<file path="src/rtl/clk_ratio_meter.sv">
// clk_ratio_meter: measures the period of an asynchronous divided clock
// (div_in) in clk cycles, decodes it back to the divide select k
// (period ~ BASE_PERIOD << k, k = 0..3) and flags a stalled feedback path.
// Optional build macro CLK_RATIO_AVG_EN: report the average of four
// consecutive periods instead of every single period.
module clk_ratio_meter #(
    parameter int CNT_W       = 16,
    parameter int BASE_PERIOD = 8,
    parameter int TOL         = 1,
    parameter int TIMEOUT     = 1024
) (
    input  logic             clk,
    input  logic             rst,
    input  logic             en,
    input  logic             div_in,
    output logic [CNT_W-1:0] period,
    output logic [1:0]       sel_est,
    output logic             ratio_ok,
    output logic             meas_valid,
    output logic             stall
);

    // Decode arithmetic is done two bits wider than the counter so that
    // BASE_PERIOD << 3 and the averaging sum never wrap.
    localparam int EXT_W = CNT_W + 2;

    typedef enum logic [1:0] {
        IDLE = 2'd0,
        ARM  = 2'd1,
        MEAS = 2'd2
    } state_t;

    state_t           state;
    logic             s1, s2, s3;
    logic             rise;
    logic [CNT_W-1:0] cnt;
    logic [CNT_W-1:0] cnt_inc;
    logic             timeout_hit;
    logic [EXT_W-1:0] meas_val;
    logic             meas_done;
    logic [2:0]       dec;

`ifdef CLK_RATIO_AVG_EN
    logic [EXT_W-1:0] acc;
    logic [1:0]       acc_n;
    logic [EXT_W-1:0] acc_sum;
`endif

    // Returns {hit, k}; the lowest k whose nominal period lies within TOL wins.
    function automatic logic [2:0] decode_sel(input logic [EXT_W-1:0] val);
        logic [2:0]       res;
        logic [EXT_W-1:0] tgt;
        logic [EXT_W-1:0] diff;
        res = 3'b000;
        for (int k = 3; k >= 0; k--) begin
            tgt  = EXT_W'(BASE_PERIOD) << k;
            diff = (val >= tgt) ? (val - tgt) : (tgt - val);
            if (diff <= EXT_W'(TOL)) begin
                res = {1'b1, 2'(k)};
            end
        end
        return res;
    endfunction

    assign rise        = s2 & ~s3;
    assign cnt_inc     = (&cnt) ? cnt : cnt + CNT_W'(1);
    assign timeout_hit = (cnt >= CNT_W'(TIMEOUT));

    // Select the value to publish on a rise and whether this rise publishes.
    always_comb begin
        meas_val  = EXT_W'(cnt);
        meas_done = 1'b1;
`ifdef CLK_RATIO_AVG_EN
        acc_sum   = acc + EXT_W'(cnt);
        meas_val  = acc_sum >> 2;
        meas_done = (acc_n == 2'd3);
`endif
        dec = decode_sel(meas_val);
    end

    // Synchroniser, measurement FSM, period counter and registered outputs.
    always_ff @(posedge clk) begin
        if (rst) begin
            s1         <= 1'b0;
            s2         <= 1'b0;
            s3         <= 1'b0;
            state      <= IDLE;
            cnt        <= '0;
            period     <= '0;
            sel_est    <= 2'd0;
            ratio_ok   <= 1'b0;
            meas_valid <= 1'b0;
            stall      <= 1'b0;
`ifdef CLK_RATIO_AVG_EN
            acc        <= '0;
            acc_n      <= 2'd0;
`endif
        end else begin
            s1         <= div_in;
            s2         <= s1;
            s3         <= s2;
            meas_valid <= 1'b0;
            if (!en) begin
                state <= IDLE;
                cnt   <= '0;
                stall <= 1'b0;
`ifdef CLK_RATIO_AVG_EN
                acc   <= '0;
                acc_n <= 2'd0;
`endif
            end else begin
                case (state)
                    IDLE: begin
                        state <= ARM;
                        cnt   <= '0;
                    end
                    ARM: begin
                        if (rise) begin
                            cnt   <= CNT_W'(1);
                            state <= MEAS;
                        end else if (timeout_hit) begin
                            stall <= 1'b1;
                            cnt   <= '0;
                        end else begin
                            cnt <= cnt_inc;
                        end
                    end
                    MEAS: begin
                        if (rise) begin
                            cnt <= CNT_W'(1);
                            if (meas_done) begin
                                period     <= meas_val[CNT_W-1:0];
                                ratio_ok   <= dec[2];
                                meas_valid <= 1'b1;
                                stall      <= 1'b0;
                                if (dec[2]) begin
                                    sel_est <= dec[1:0];
                                end
                            end
`ifdef CLK_RATIO_AVG_EN
                            if (meas_done) begin
                                acc   <= '0;
                                acc_n <= 2'd0;
                            end else begin
                                acc   <= acc_sum;
                                acc_n <= acc_n + 2'd1;
                            end
`endif
                        end else if (timeout_hit) begin
                            stall <= 1'b1;
                            cnt   <= '0;
                            state <= ARM;
`ifdef CLK_RATIO_AVG_EN
                            acc   <= '0;
                            acc_n <= 2'd0;
`endif
                        end else begin
                            cnt <= cnt_inc;
                        end
                    end
                    default: begin
                        state <= IDLE;
                        cnt   <= '0;
                    end
                endcase
            end
        end
    end

endmodule

</file>
<file path="config.mk">
export PLATFORM = sky130hd
export DESIGN_NAME = clk_ratio_meter
export DESIGN_NICKNAME = d
export VERILOG_FILES = /design/src/rtl/clk_ratio_meter.sv
export SDC_FILE = /design/constraint.sdc
export NUM_CORES = 1
export LEC_CHECK = 0
export ABC_AREA = 1
export BUFFER_PORTS_ARGS = -buffer_cell sky130_fd_sc_hd__buf_2
export CAP_MARGIN = 20
export CORE_MARGIN = 2
export CORE_UTILIZATION = 62
export DETAILED_ROUTE_END_ITERATION = 12
export PLACE_DENSITY = 0.81
export SYNTH_ARGS = -nofsm -noshare
export SYNTH_HDL_FRONTEND = slang
export SYNTH_SLANG_ARGS = --single-unit
</file>
<file path="constraint.sdc">
create_clock -name clk -period 7.6 [get_ports clk]
set_input_delay 2.28 -clock clk [delete_from_list [all_inputs] [get_ports clk]]
set_output_delay 2.28 -clock clk [all_outputs]
set_load 0.005 [all_outputs]
</file>
; ---- Word-level counts from Yosys, hierarchy flattened
; Index checks and enable logic that the tools add are counted.
[word_totals]
register_bits = 42
input_bits = 4
output_inout_bits = 21
elab_cells = 73
[op_classes]
add_sub_neg = 9
magnitude_cmp = 9
n_eq_ne = 7
muxes = 20
bitwise = 5
reduce_logical = 12
[op_table]
columns = cell, count
row1 = <= comparator 18 x 1 -> 1 bit (second input constant), 4
row2 = 2-to-1 mux 18 bit, 4
row3 = subtractor 16 x 4 -> 17 bit (second input constant), 1
row4 = subtractor 16 x 5 -> 17 bit (second input constant), 1
row5 = subtractor 16 x 6 -> 17 bit (second input constant), 1
row6 = subtractor 16 x 7 -> 17 bit (second input constant), 1
row7 = subtractor 4 x 16 -> 17 bit (first input constant), 1
row8 = subtractor 5 x 16 -> 17 bit (first input constant), 1
row9 = subtractor 6 x 16 -> 17 bit (first input constant), 1
row10 = subtractor 7 x 16 -> 17 bit (first input constant), 1
row11 = adder 16 x 1 -> 16 bit (second input constant), 1
row12 = greater-or-equal comparator 16 x 11 -> 1 bit (second input constant), 1
row13 = greater-or-equal comparator 16 x 4 -> 1 bit (second input constant), 1
row14 = greater-or-equal comparator 16 x 5 -> 1 bit (second input constant), 1
row15 = greater-or-equal comparator 16 x 6 -> 1 bit (second input constant), 1
row16 = greater-or-equal comparator 16 x 7 -> 1 bit (second input constant), 1
row17 = AND reduction 16 bit, 1
row18 = 2-to-1 mux 3 bit, 4
row19 = != test 2 bit (second input constant), 4
row20 = 2-to-1 mux 1 bit, 7
row21 = 2-to-1 mux 2 bit, 3
row22 = one-hot mux 2 bit (3 select lines), 1
row23 = AND reduction 3 bit, 2
row24 = OR reduction 3 bit, 2
row25 = other kinds (12), 16

; ---- Depth between registers and ports, before layout
; Gate-level depths: netlist (run 1).
[depth]
ltp_word = 8
mapped_depth = 23
mapped_depth_nobuf = 20

; ---- Least setup slack after synthesis (run 1)
; OpenSTA, ideal clock, no wires.
[synth_path]
path_type = input-to-reg
startpoint = in en
endpoint = reg cnt[6]
setup_ns = 0.058
t_arrival_ns = 3.353
required_ns = 7.542
path_slack_ns = 4.189
path_stages = 7
path_buffers = 0
path_cell_list = inv_1 nor2_1 nand2_1 nor3_1 inv_1 a21oi_1 o21a_1
[synth_via]
elab_chain_len = 2
[synth_rtl]
columns = item, line
row1 = from (decl), 14  ; input logic en,
row2 = inverter 1 bit (no line), -
row3 = OR reduction 5 bit (no line), -
row4 = to (signal assigned), 125  ; cnt <= cnt_inc;
row5 = to (signal assigned), 158  ; cnt <= cnt_inc;
row6 = to (decl), 36  ; logic [CNT_W-1:0] cnt;
; Every way passes these cells.
; A chain may end at the register's enable or synchronous reset.

; ---- Worst setup path after layout (run 1)
[layout_path]
startpoint = reg cnt[6]
endpoint = reg sel_est[0]
[layout_via]
elab_chain_len = 8
word_cells_on_any_way = 25
cone_classes = 8 x add/sub / 8 x order compare / 8 x mux / 1 x reduce/logical
[layout_rtl]
columns = item, line
row1 = subtractor 7 x 16 -> 17 bit (tied with other cells), 57  ; diff = (val >= tgt) ? (val - tgt) : (tgt - val);
row2 = 2-to-1 mux 18 bit, 57
row3 = <= comparator 18 x 1 -> 1 bit, 58  ; if (diff <= EXT_W'(TOL)) begin
row4 = 2-to-1 mux 3 bit (3 in series), 58
row5 = 2-to-1 mux 3 bit (*), 58
row6 = AND reduction 4 bit (no line), -
row7 = to (signal assigned), 137  ; sel_est <= dec[1:0];
row8 = to (decl), 17  ; output logic [1:0] sel_est,
; Mark *: on every way between the ends. The rest lies on a longest branch, timed or not.

==> impl_summary.md, run 1 <==
Status
The flow ran to the end, and the final reports show no timing, DRC or antenna violations.

Critical path
The type of element launching the critical path is a register. Traced cell by cell, the critical path runs through inv_1, ha_1, nand2_1, nand2_1, nor2_1, nand2_2, a21oi_2, nand2_1, nand2_1, nand3_1, nor3_1, nand3_1, nand2_1, nand2_2, nand3_2, nand2_1, nor2_1. In this run the worst path has a maximum fanout of 18. The largest individual stage delay along the critical path comes from the cell dfxtp_1. The worst register-to-register path has a depth of 17. At the worst endpoint, the required time is 7.83 ns. The top cell family by delay on the critical path is simple AND/OR/NAND/NOR gates. The cell depth of the worst setup path is 17. The worst setup path is captured at a register. The worst stage delay on the critical path is 0.73 ns.

At the worst endpoint, the arrival time is 4.04 ns. The most numerous cell on the critical path is nand2_1. The number of buffers and inverters on the critical path is 1. The worst setup path is of the reg2reg kind.

Floorplan
The floorplan step set the die height to 88.4 um. The site row count is 30. The die covers 0.00781 mm2. 25 I/O pins were placed. Measured along the x axis, the die boundary spans 88.4 um. The starting density of the core is 0.646. The core outline area is 0.00683 mm2.

Placed design
The post-DP HPWL is 11200 um. Timing analysis after detailed placement gives a worst setup slack of 3.60 ns. Buffers placed on the I/O ports in this run total 24. The final weighted congestion of routability-driven global placement is 1.07.

GRT
The first global-routing pass estimated 24300 um of wire. The aggregate global routing overflow is 0. The initial antenna violation count is 0. The total track usage is 0.409. The maximum number of pins on one net before global-route repair is 37. The number of global-route vias before repair is 4958.

Route
The pre-antenna-repair detailed-routing pass consisted of 6 iterations. In the routed design, unresolved DRC markers number 0. The number of nets with antenna violations after routing is 0. The detailed-route wire length is 15200 um. The via density per instance is 5.95. The total via count after detailed routing is 5105. The average wire per cell in the routed design is 17.7 um. After the first detailed-routing iteration, the DRC count stood at 556.

Timing
Clock skew on the completed layout was measured at 0.0142 ns. The worst path needs 3.81 ns of the cycle, external delays included. The final total negative setup slack is 0 ns. Setup repair after global routing left no endpoint under its margin. The pin slew with the least headroom to its limit is 0.949 ns. The number of pins with negative max-slew slack in the final report is 0.

The final worst setup slack is 3.79 ns. The remaining max-slew budget at the tightest pin is 0.363. Dividing the final minimum period by the clock period gives 0.501.

The final count of negative-setup-slack endpoints is 0. Hold is met by 0.426 ns. Derived from the worst setup path, the maximum achievable clock frequency is 263 MHz. The count of endpoints failing hold in the final timing report came to 0.

Synthesis
The register bit count reported by yosys is 42. The share of synthesized area in the top cell type comes to 0.192. Synthesis produced a netlist whose cell count is 744. Sorting the synthesized cells by area gives the leading types as nand2_1, dfxtp_1, nand3_1. The cell type with the largest total area after synthesis is nand2_1. A synthesized cell averages 5.93 um2. For this run, the number of Yosys warnings is 0. Synthesis instantiated 41 different standard cells from the library. After synthesis the cells add up to 0.00442 mm2. The sequential element share of the synthesized area is 0.190.

Clocking
The clock edge transition at the registers on the reported setup and hold paths is 0.09 ns. The clock tree from TritonCTS is built. In this run, post-CTS hold repair placed 0 buffers. The number of CTS-inserted buffers is 5.

The number of instances resized during post-cts repair is 0. The clock root buffer master is clkbuf_8. In this run the deepest clock path goes through 2 buffers. Buffers added to address setup during post-CTS repair amount to 0. In this run the number of H-tree levels came out at 2. At the later pin of the worst-skew pair, clock insertion delay measures 0.31 ns. Clock tree synthesis found a total of 42 sinks.

Finish
The antenna diode count is 0. The post-route core utilization is 0.688. At the end of the flow, the number of nets in the layout was 788.

The register area is 841 um2. The area growth from synthesis to layout is 6.49%. The share of post-route cells with drive strength above 1 is 0.135.

The footprint of the multi-input gates is 0.00314 mm2. The number of filler cells placed in the layout is 643.

Pwr
The power density of the placed cells is 107 mW/mm2. The worst-case vdd ir drop is 0.000235 V. The standby leakage power is 0.00242 uW.

The total chip power is 502 uW.

Hold path
In this run the worst hold path is classified as reg2reg. The worst hold path passes through 2 cells.

Flow run
The max capacitance violation total is 0.
## per-stage QoR
| step | area [um2] | instances |
|---|---|---|
| final | 4700 | 858 |
| after global routing | 4700 | 858 |
| after CTS | 4690 | 857 |
| after detailed placement | 4550 | 849 |
| after global placement | 4550 | 849 |
| after floorplan | 4430 | 748 |
## layout by cell type, fill, tap and decap left out, types with 2 or more instances in the layout
cell type | synthesis | final
nor2_2 | 10 | 10
inv_1 | 68 | 68
nor3_1 | 10 | 10
nand4_1 | 6 | 6
o211ai_1 | 3 | 3
a21oi_1 | 44 | 44
nor2_8 | 2 | 2
nand2_2 | 14 | 14
conb_1 | 1 | 5
nor3_2 | 2 | 2
nor2_1 | 76 | 76
and3_1 | 2 | 2
xor2_1 | 15 | 15
nor2_4 | 9 | 9
clkinv_4 | 1 | 2
clkbuf_8 | 0 | 5
nand3_2 | 6 | 6
nand2_1 | 226 | 226
nand3b_1 | 4 | 4
inv_2 | 11 | 11
bufinv_16 | 0 | 2
o21ai_1 | 7 | 7
dfxtp_1 | 42 | 42
nand3_1 | 79 | 79
clkinv_1 | 3 | 3
o21ai_0 | 40 | 40
o21ai_2 | 2 | 2
ha_1 | 23 | 23
nand2_4 | 9 | 9
xnor2_1 | 2 | 2
buf_2 | 6 | 24
## path summary, 6_finish.rpt
path / from / end / slack, ns
max reg2reg: cnt[6]$_SDFFE_PP0N_ / sel_est[0]$_SDFFE_PP0P_ / 3.79
min reg2reg: s1$_SDFF_PP0_ / s2$_SDFF_PP0_ / 0.43
min: s1$_SDFF_PP0_ / s2$_SDFF_PP0_ / 0.43
max: cnt[6]$_SDFFE_PP0N_ / sel_est[0]$_SDFFE_PP0P_ / 3.79
## layout make-up
type / count / share of cell area
tap: 96 / 0.0255
clock buffer: 5 / 0.0146
sequential: 42 / 0.179
multi-input combinational: 602 / 0.668
timing repair buffer: 25 / 0.0287
clock inverter: 3 / 0.0146
inverter: 85 / 0.0697
## worst min-delay path, delay by kind of cell (launching register included)
kind	cells	cell delay (ns)
flip-flops	1	0.30
AND/OR/NAND/NOR	1	0.04
buffers and inverters	1	0.04
## report_power, final
group / total (uW) / leakage [uW] / internal, uW / switching [uW]
Combinational: 54.7 / 0.00201 / 16.6 / 38.0
Sequential: 229 / 0.000341 / 223 / 6.18
Clock: 218 / 0.0000683 / 132 / 86.7
Total: 502 / 0.00242 / 371 / 131
## kinds of logic (layout without fill, tap and decap cells)
kind of cell / Yosys count / in the layout / synth area share
buffers and inverters: 104 / 118 / 0.102
other: 1 / 5 / 0.000849
and+or+nand+nor: 457 / 457 / 0.489
AOI/OAI and AO/OA: 100 / 100 / 0.119
xor gates and xnor gates: 17 / 17 / 0.0337
DFF: 42 / 42 / 0.190
adders and majority gates: 23 / 23 / 0.0652
## routing by layer
| metal | vias up | part of all wire | global-route usage |
|---|---|---|---|
| li1 | 2410 | - | - |
| met1 | 2304 | 0.39 | 0.491 |
| met2 | 322 | 0.45 | 0.668 |
| met3 | 69 | 0.10 | 0.0961 |
| met4 | 0 | 0.057 | 0.237 |
| met5 | - | 0 | 0 |
## synth_stat cells, drive strengths merged
| master | instances |
|---|---|
| nor3 | 12 |
| a211oi | 1 |
| clkbuf | 6 |
| o21ai | 49 |
| xnor2 | 2 |
| nand4 | 6 |
| buf | 13 |
| and3 | 2 |
| o211ai | 3 |
| a21boi | 1 |
| nand3b | 4 |
| nor4 | 1 |
| inv | 80 |
| a21oi | 45 |
| dfxtp | 42 |
| nor2 | 97 |
| clkinv | 5 |
| ha | 23 |
| o21a | 1 |
| conb | 1 |
| nand2 | 250 |
| xor2 | 15 |
| nand3 | 85 |
## flip-flops by register name, summed over array words and instances, names as in the netlist
signal      count
cnt            16
period         16
sel_est         2
state           2
meas_valid      1
ratio_ok        1
s1              1
s2              1
s3              1
stall           1
No activity file was read; power rests on OpenSTA's default activity.
==> run 2: changes to the inputs <==
--- a/config.mk
+++ b/config.mk
@@ -9,9 +9,9 @@
 export BUFFER_PORTS_ARGS = -buffer_cell sky130_fd_sc_hd__buf_2
 export CAP_MARGIN = 20
 export CORE_MARGIN = 2
-export CORE_UTILIZATION = 62
+export CORE_UTILIZATION = 57
 export DETAILED_ROUTE_END_ITERATION = 12
-export PLACE_DENSITY = 0.81
+export PLACE_DENSITY = 0.78
 export SYNTH_ARGS = -nofsm -noshare
 export SYNTH_HDL_FRONTEND = slang
 export SYNTH_SLANG_ARGS = --single-unit
==> constraint.sdc (replaced) <==
create_clock -name clk -period 3.3 [get_ports clk]
set_input_delay 0.99 -clock clk [delete_from_list [all_inputs] [get_ports clk]]
set_output_delay 0.99 -clock clk [all_outputs]
set_load 0.005 [all_outputs]
==> run 2 against run 1 <==
Compared with the run above:
- worst hold slack got worse by 0.0045 ns
- global-route usage decreased by 2.9 points
- count of clock-buffer cells in the layout unchanged
- sequential share of layout area decreased by 0.16 points
- first-iteration DRC count increased by 15%
- sequential cell count unchanged
- clock power increased by 63%
==> impl_summary.md, run 2 (synthesis gave the netlist of run 1 again) <==
Status
The run finished with clean final reports.

Clocking
The total number of clock tree sinks was 42 (unchanged). TritonCTS built the clock tree. The hold-fix buffer count after cts was 0 (unchanged). The number of instances resized during post-cts repair is 0 (unchanged).

The clock root buffer master is clkbuf_8. The number of CTS-inserted buffers is 5 (unchanged). The count of buffers added by post-CTS timing repair for setup was 0 (unchanged). The clock network latency to the later pin of the worst-skew pair came to 0.31 ns (about the same). The clock edge transition at the registers on the reported setup and hold paths came to 0.10 ns (about the same). The clock tree buffer depth is 2 (unchanged).

The H-tree depth was 2 (unchanged).

GRT
The total track usage is 0.380 (-0.0285). The number of global-route vias before repair is 4849 (-2.2%). The first-pass GRT wire length is 25300 um (+4.3%).

The aggregate global routing overflow was 0 (unchanged). The maximum number of pins on one net before global-route repair is 31 (-16%). The initial antenna violation count is 0 (unchanged).

Timing
The final total negative setup slack is 0 ns (unchanged). The final count of negative-setup-slack endpoints is 0 (unchanged). The minimum clock period is 2.99 ns (-0.817 ns).

The highest attainable clock frequency came to 334 MHz (+27%). The count of endpoints failing hold in the final timing report was 0 (unchanged). Setup repair after global routing left no endpoint under its margin. The number of pins with negative max-slew slack in the final report is 0 (unchanged). The clock tree skew after final layout was 0.0121 ns (-0.00209 ns). The pin slew with the least headroom to its limit is 0.638 ns (-0.311 ns). The portion of the clock cycle consumed by the worst path in the final layout is 0.906 (+0.405). The remaining max-slew budget at the tightest pin came to 0.574 (+0.212).

Route
The total via count after detailed routing is 5104 (-0.020%). The number of optimization iterations in the first detailed-route pass was 6 (unchanged). The total DRC errors in the routed layout came to 0 (unchanged). The detailed-route wire length is 15600 um (+2.8%). The number of nets with antenna violations after routing is 0 (unchanged). The average wire per cell in the routed design is 17.9 um (+0.69%). The detailed router's first-iteration violation count is 640 (+15%). The via density per instance is 5.83 (-2.1%).

Critical path
The highest net fanout along the worst path is 14 (-4). The required time of the worst setup path is 3.55 ns (-4.28 ns). The type of element capturing the critical path is a register. The worst endpoint data arrival time came to 3.24 ns (-0.80 ns). The reg2reg setup slack is 0.31 ns (-3.48 ns). The kind of critical path is reg2reg. The type of element launching the critical path is a register.

Finish
The post-layout net count is 800 (+1.5%). The share of post-route cells with drive strength above 1 is 0.149 (+0.0134). The top cell types in the final layout, fill and taps aside, are nand2_1, nand3_1, nor2_1, inv_1, a21oi_1. The post-route core utilization is 0.624 (-0.0646). From synthesis to final layout, the design area changed by 7.45%. The antenna diode count came to 0 (unchanged). In the final layout, the registers with the most flip-flops are cnt (16), period (16).

The number of cells in the finished layout apart from fillers is 876 (+2.1%). Leaving out fill and tap cells, the most frequent cell in the layout is nand2_1.

Placed design
The final weighted congestion of routability-driven global placement is 1.09 (+2.1%). The total instance count after detailed placement was 868 (+2.2%). The post-DP HPWL is 12000 um (+7.2%). The count of buffers inserted at the top-level ports was 24 (unchanged).

Floorplan
The floorplan die area is 0.00847 mm2 (+8.4%). The height of the die came to 92.0 um (+4.1%). The core outline area is 0.00761 mm2 (+11%).

The site row count came to 32 (+6.7%). The width of the die came to 92.0 um (+4.1%). The starting density of the core is 0.580 (-0.0659). The top-level port count was 25 (unchanged).

Flow run
The max capacitance violation total came to 0 (unchanged).

Pwr
The power density of the placed cells is 213 mW/mm2 (+99%). The standby leakage power came to 0.00246 uW (+1.4%). The worst-case vdd ir drop is 0.000287 V (+22%).

Hold path
The path class of the lowest-slack min-delay path is reg2reg.
[run 2: cell count changes in the layout (fill, tap and decap cells not counted), sizes merged]
cell,change
clkinv,+1
clkinvlp,+1
buf,+12
bufinv,-2
[run 2: final cells by class]
type	instances	area (um2)
Multi-Input combinational cell	602	3140
Fill cell	735	2860
Sequential cell	42	841
Inverter	85	328
Timing Repair Buffer	37	218
Tap cell	102	128
Clock buffer	5	68.8
Clock inverter	3	21.3
[run 2: report_power, final]
part | switching [uW] | internal, uW
registers | 14.6 | 514
logic | 88.5 | 39.2
clock network | 206 | 149
total | 309 | 702
[run 2: layer usage]
metal	share of wire	routed length [um]	track usage
met1	0.38	5920	0.466
met2	0.46	7130	0.632
met4	0.049	766	0.159
met5	0	0	0
met3	0.12	1820	0.0986
[run 2: final timing paths]
path,cells past startpoint,to,from
worst max-delay path,16,sel_est[0]$_SDFFE_PP0P_,cnt[6]$_SDFFE_PP0N_
worst min-delay path,2,s2$_SDFF_PP0_,s1$_SDFF_PP0_
worst max register to register,16,sel_est[0]$_SDFFE_PP0P_,cnt[6]$_SDFFE_PP0N_
worst min register to register,2,s2$_SDFF_PP0_,s1$_SDFF_PP0_
[run 2: critical path: stages, from the launching register on]
cell	delay, ns
dfxtp_1	0.32
inv_1	0.36
ha_1	0.43
nand2_1	0.20
nor2_1	0.29
nand2_2	0.12
a21oi_2	0.17
nand2_1	0.14
nand2_1	0.13
nand3_1	0.09
nor3_1	0.18
nand3_1	0.09
nand2_1	0.14
nand2_2	0.08
nand3_2	0.06
nand2_1	0.05
nor2_1	0.10
[run 2: metrics by stage]
step	power (uW)	hold slack, ns	setup slack [ns]	instance area, um2
2_1_floorplan	627	0.388	0.735	4430
3_5_place_dp	663	0.416	0.409	4650
6_report	1010	0.422	0.309	4740
3_3_place_gp	660	0.403	0.486	4650
5_1_grt	1040	0.467	0.0201	4740
4_1_cts	1010	0.431	0.408	4740
